**src/rtl/packet_arbiter.sv**
```systemverilog
// Packet-atomic round-robin arbiter: merges NUM_SRC AXI-Stream sources onto one
// registered output stream, holding a grant until the granted source's tlast beat is taken.
module packet_arbiter #(
  parameter int WIDTH = 8,
  parameter int SBITS = 2
) (
  input  logic                            clock,
  input  logic                            reset_n,
  input  logic [(1<<SBITS)-1:0]           s_tvalid,
  output logic [(1<<SBITS)-1:0]           s_tready,
  input  logic [(1<<SBITS)-1:0]           s_tlast,
  input  logic [(1<<SBITS)*WIDTH-1:0]     s_tdata,
  output logic                            m_tvalid,
  input  logic                            m_tready,
  output logic                            m_tlast,
  output logic [SBITS-1:0]                m_tid,
  output logic [WIDTH-1:0]                m_tdata,
  output logic                            busy_o
);

  localparam int NUM_SRC = 1 << SBITS;

  typedef enum logic {IDLE, XFER} state_t;

  state_t           state;
  logic [SBITS-1:0] grant;
  logic [SBITS-1:0] ptr;
  logic [SBITS-1:0] next_grant;
  logic [SBITS-1:0] cand;
  logic             found;
  logic             oready;
  logic             accept;

  // First requester at or after ptr, wrapping; the SBITS-wide add gives the modulo for free.
  always_comb begin
    next_grant = ptr;
    cand       = ptr;
    found      = 1'b0;
    for (int i = 0; i < NUM_SRC; i++) begin
      cand = ptr + SBITS'(i);
      if (!found && s_tvalid[cand]) begin
        next_grant = cand;
        found      = 1'b1;
      end
    end
  end

  assign oready = !m_tvalid || m_tready;
  assign accept = (state == XFER) && s_tvalid[grant] && oready;
  assign busy_o = (state == XFER);

  always_comb begin
    s_tready = '0;
    if (state == XFER) s_tready[grant] = oready;
  end

  always_ff @(posedge clock or negedge reset_n) begin
    if (!reset_n) begin
      state    <= IDLE;
      grant    <= '0;
      ptr      <= '0;
      m_tvalid <= 1'b0;
      m_tlast  <= 1'b0;
      m_tid    <= '0;
      m_tdata  <= '0;
    end else begin
      if (state == IDLE) begin
        if (found) begin
          grant <= next_grant;
          state <= XFER;
        end
      end else if (accept && s_tlast[grant]) begin
        ptr   <= grant + SBITS'(1);
        state <= IDLE;
      end

      // The output register only reloads on an accepted beat, so it is stable while stalled.
      if (accept) begin
        m_tvalid <= 1'b1;
        m_tdata  <= s_tdata[grant*WIDTH +: WIDTH];
        m_tlast  <= s_tlast[grant];
        m_tid    <= grant;
      end else if (m_tready) begin
        m_tvalid <= 1'b0;
      end
    end
  end

endmodule

```
**config.mk**
```make
export PLATFORM = sky130hd
export DESIGN_NAME = packet_arbiter
export DESIGN_NICKNAME = d
export VERILOG_FILES = /design/src/rtl/packet_arbiter.sv
export SDC_FILE = /design/constraint.sdc
export NUM_CORES = 1
export LEC_CHECK = 0
export CORE_ASPECT_RATIO = 0.5
export CORE_UTILIZATION = 40
export CTS_CLUSTER_SIZE = 10
export DETAILED_ROUTE_END_ITERATION = 12
export GPL_ROUTABILITY_DRIVEN = 0
export GPL_TIMING_DRIVEN = 0
export PLACE_DENSITY = 0.89
export SLEW_MARGIN = 20
export SYNTH_ARGS = -nofsm -noshare
export SYNTH_HDL_FRONTEND = slang
export SYNTH_SLANG_ARGS = --single-unit
```
**constraint.sdc**
```tcl
create_clock -name clock -period 2.1 [get_ports clock]
set_input_delay 0.21 -clock clock [delete_from_list [all_inputs] [get_ports clock]]
set_output_delay 0.21 -clock clock [all_outputs]
set_load 0.1 [all_outputs]
```
Yosys cells after proc, flatten, opt, wreduce, memory -nomap -nowiden
Index checks and enable logic that the tools add are counted.
{"block": "word_totals", "inputBits": 43, "reg_bits": 17}
{"block": "classes", "shifts": 1, "n_lt_le_gt_ge": 6, "muxes": 27, "bitwise_logic": 2, "add_sub_neg": 4, "reduce_logical": 15}
{"op": "$shiftx A32 B6 Y8", "n": 1}
{"op": "$mux W1", "n": 16}
{"op": "$lt A2 B3 Y1 const B", "n": 5}
{"op": "$bmux W1 S2", "n": 6}
{"op": "$logic_and A1 B1 Y1", "n": 7}
{"op": "$mux W2", "n": 3}
{"op": "$add A2 B1 Y2 const B", "n": 2}
{"op": "$add A2 B2 Y2 const B", "n": 2}
{"op": "$and A4 B4 Y4", "n": 1}
{"op": "$logic_not A1 Y1", "n": 4}
{"op": "$mux W4", "n": 1}
{"op": "$reduce_and A2 Y1", "n": 2}
{"op": "$demux W1 S2", "n": 1}
{"op": "$ge A2 B1 Y1 const B", "n": 1}
{"op": "$reduce_bool A2 Y1", "n": 1}
{"op": "$logic_or A1 B1 Y1", "n": 1}
{"op": "$not A1 Y1", "n": 1}

Longest topological paths before layout
{"block": "depth", "depth_word": 14, "mapped_depth": 5, "ltp_nobuf": 4}

Least setup slack after synthesis
Ideal clock, no wire load.
{"block": "synth_timing", "path_type": "reg2out", "start": "reg state, in the netlist busy_o", "end": "out s_tready[0]", "path_slack_ns": -0.060, "t_arrival_ns": 1.950, "required_ns": 1.890, "path_stages_with_launch": 3, "path_cell_list": "dfrtp_1 -> buf_16 -> and3_1"}
{"block": "synth_between", "elab_chain_cells": 1}
{"item": "start, declared", "line": "25", "rtl": "state_t state;"}
{"item": "start signal, assigned", "line": "59", "rtl": "state <= IDLE;"}
{"item": "start signal, assigned", "line": "70", "rtl": "state <= XFER;"}
{"item": "start signal, assigned", "line": "74", "rtl": "state <= IDLE;"}
{"item": "$mux W4", "line": "54", "rtl": "if (state == XFER) s_tready[grant] = oready;"}
{"item": "end, declared", "line": "10", "rtl": "output logic [(1<<SBITS)-1:0] s_tready,"}
No other way between the ends.

Worst setup path after layout
{"block": "layout_timing", "start": "reg state, in the netlist busy_o", "end": "out busy_o"}
{"item": "end, declared", "line": "18", "rtl": "output logic busy_o"}
No word-level cell between the ends.

==> results by group <==
Run status
  • Status: completed

Worst setup path
  • CP max stage delay: 1140 ps
  • Critical path's slowest cell: clkdlybuf4s50_1
  • Top delay family on crit path: buffers and inverters
  • WP data required: 1890 ps
  • Reg2reg start: grant[0]$_DFFE_PN0P_
  • WS Path Type: reg2out
  • Worst R2R Path Depth: 4
  • Flop2flop setup slack: 310 ps
  • Critical path data arrival time: 1790 ps
  • Max FO, Critical Path: 2
  • Crit end category: output port
  • Worst Setup SP: busy_o$_DFF_PN0_
  • Critical path buffers and inverters: 1
  • CP Cell Sequence: clkdlybuf4s50_1
  • Reg2reg end: m_tdata[4]$_DFFE_PN0P_
  • CP Launch Type: flop

Cells and area
  • Share of layout cells above drive strength 1: 20.5%
  • Antenna diodes: 0
  • Layout Cells excl Fill: 188
  • Nets: slightly below 200
  • Area Growth Syn to Fin: 58.1%
  • FILL cells: 197

Routing
  • DR WL/cell: roughly 15 um
  • Drt initial violations: 48
  • Initial DRT Pass Iterations: 4
  • Avg Vias per Cell: 5.30
  • Antenna-violating nets left: 0
  • Total wire length: between 2000 and 3000 um
  • Via Count: 997
  • DRC violations left: 0

Synthesis
  • Adder-cell share of the synthesized area: under 10%
  • Synth warnings: 0
  • Simple-gate share of the synthesized area: 10.2%
  • XOR/XNOR Fraction of Synth Area: 0%
  • Mux contribution to synthesized area: 37.0%
  • Syn_nets: ~140
  • Synth unique cells: 23
  • Seq/Total Area, Yosys: 36.2%
  • Cell count after synthesis: ~90
  • Synth Register Bits: 17
  • Synth Cell Area: 0.00117 mm2
  • Combinational family with the most area after synthesis: multiplexers
  • Synth Area in Compound Gates: 6.39%
  • Syn_area_per_cell: 13.4 um2

Global routing
  • Largest net degree at the start of global routing: 18
  • Vias in the first global route: between 900 and 1000
  • Initial antenna violation count: 0
  • Gr usage total: 18.8%
  • Total gr overflow: 0
  • First-pass GRT wire length: 4220 um

Die
  • DIE AREA: 0.00317 mm2
  • DIE WIDTH: 78.6 um
  • Initial core utilization: 43.8%
  • Io pins: 60
  • Die height: 40.3 um
  • Core box area: 0.00268 mm2
  • Site Rows: 13

Timing
  • Max Freq: 0.501 GHz
  • Final hold vios: 0
  • Final slew viol count: 0
  • RSZ-0062 raised after global routing: no
  • Slew at the pin with the worst max-slew slack: 1010 ps
  • Fin crit share: between 90 and 100%
  • Worst rel slew slack: 32.6%
  • Setup violators final: 0
  • Post-layout min period: between 1500 and 2000 ps
  • Setup Skew: 7.62 ps

Clock network
  • Worst skew pair latency: 260 ps
  • Hold-fix buffers, CTS: 0
  • CTS root buffer: clkbuf_8
  • Total clock sinks: 17
  • TritonCTS clock tree: built
  • Htree depth: 1
  • Post-CTS Repair Setup Buffers: 0
  • Clock transition at path regs: 70 ps
  • Resized Gates After CTS: 18
  • Max Root-Sink Buffers: 2
  • CTS Buf Count: 3

Placement
  • Number of I/O port buffers: 59
  • Detail Placement HPWL: 2210 um
  • Placed Instances: 184

Flow run
  • Max cap viols: 0

Worst hold path
  • Min-Delay Path Class: in2async
worst register-to-register path, delay by kind of cell, from the launching register on:
kind	cells	cell delay [ps]
muxes	2	910
buffers and inverters	1	170
DFF	1	470
and+or+nand+nor	1	120
layer usage:
| metal | up-vias | share of wire, % | GRT usage, % |
|---|---|---|---|
| met4 | 0 | 1.3 | 6.48 |
| met5 | - | 0 | 0 |
| met1 | 489 | 39 | 22.3 |
| met3 | 6 | 5.2 | 4.77 |
| li1 | 460 | - | - |
| met2 | 42 | 54 | 35.2 |
flip-flops by register name (all words and copies together) (netlist names):
| signal | flops |
|---|---|
| grant | 2 |
| m_tdata | 8 |
| m_tlast | 1 |
| m_tvalid | 1 |
| ptr | 2 |
| m_tid | 2 |
| busy_o | 1 |
cells in the final DEF, fill, tap and decap left out:
cell,instances
dfrtp_1,16
ha_1,4
o21a_1,1
o221ai_1,1
nand2b_1,3
clkdlybuf4s50_1,55
nand2_1,8
a21oi_1,6
mux4_2,2
dfrtp_2,1
buf_6,2
mux2i_1,4
clkbuf_8,3
mux4_1,8
clkinv_2,1
buf_16,1
and3_2,4
and2_1,1
nand3_2,2
o21ai_0,4
mux2_2,3
nor2_1,2
buf_4,1
clkdlybuf4s15_2,1
nor2b_1,2
inv_1,4
buf_2,1
o32ai_1,1
mux2_4,7
clkbuf_4,2
synth_stat cells:
library cell,instances,area share (%)
a21oi_1,6,2.6
and2_1,1,0.53
and3_1,4,2.1
buf_16,1,2.3
buf_2,1,0.43
buf_6,2,1.9
dfrtp_1,17,36
ha_1,4,4.3
inv_1,4,1.3
mux2_2,3,2.9
mux2_4,7,8.9
mux2i_1,4,3.4
mux4_1,8,18
mux4_2,2,3.8
nand2_1,8,2.6
nand2b_1,3,1.6
nand3_2,2,1.7
nor2_1,2,0.64
nor2b_1,2,1.1
o21a_1,1,0.64
o21ai_0,4,1.7
o221ai_1,1,0.75
o32ai_1,1,0.75
cells by family after synthesis:
kind of cell             count (synthesis)
flip-flops                              17
multiplexers                            24
AO/OA/AOI/OAI                           13
adder cells (fa/ha/maj)                  4
buffers and inverters                    8
AND/OR/NAND/NOR                         22
metrics by stage:
step | hold slack [ps] | utilization (%) | setup TNS, ps | area, um2 | worst slack [ps]
2_1_floorplan | -85.6 | - | 0 | 1180 | 131
3_3_place_gp | 465 | 67.7 | -1610 | 1820 | -411
3_5_place_dp | 474 | 67.7 | -1690 | 1820 | -427
4_1_cts | 433 | 69.2 | 0 | 1860 | 0.655
5_1_grt | 469 | 69.2 | 0 | 1860 | 24.8
6_report | 410 | 69.2 | 0 | 1860 | 103
final cells by class:
class	count	area [um2]	share of cell area, %
multi-input cells	63	684	36.8
repair buffers	59	582	31.3
flip-flops and latches	17	427	23.0
plain buffers	4	57.6	3.10
well taps	37	46.3	2.49
clock buffers	3	41.3	2.22
inverters	4	15.0	0.808
clock inverters	1	5.00	0.269
worst max-delay path by stage:
stage                          to  cells past startpoint
2_1_floorplan  ptr[1]$_DFFE_PN0P_                      4
3_5_place_dp          s_tready[1]                      4
6_report                   busy_o                      1
4_1_cts               s_tready[1]                      5
3_3_place_gp          s_tready[1]                      4
5_1_grt               s_tready[0]                      5
Power is left out: the tool's default activity adds up to more than one toggle a clock period on the data nets, which glitch-free logic cannot reach.
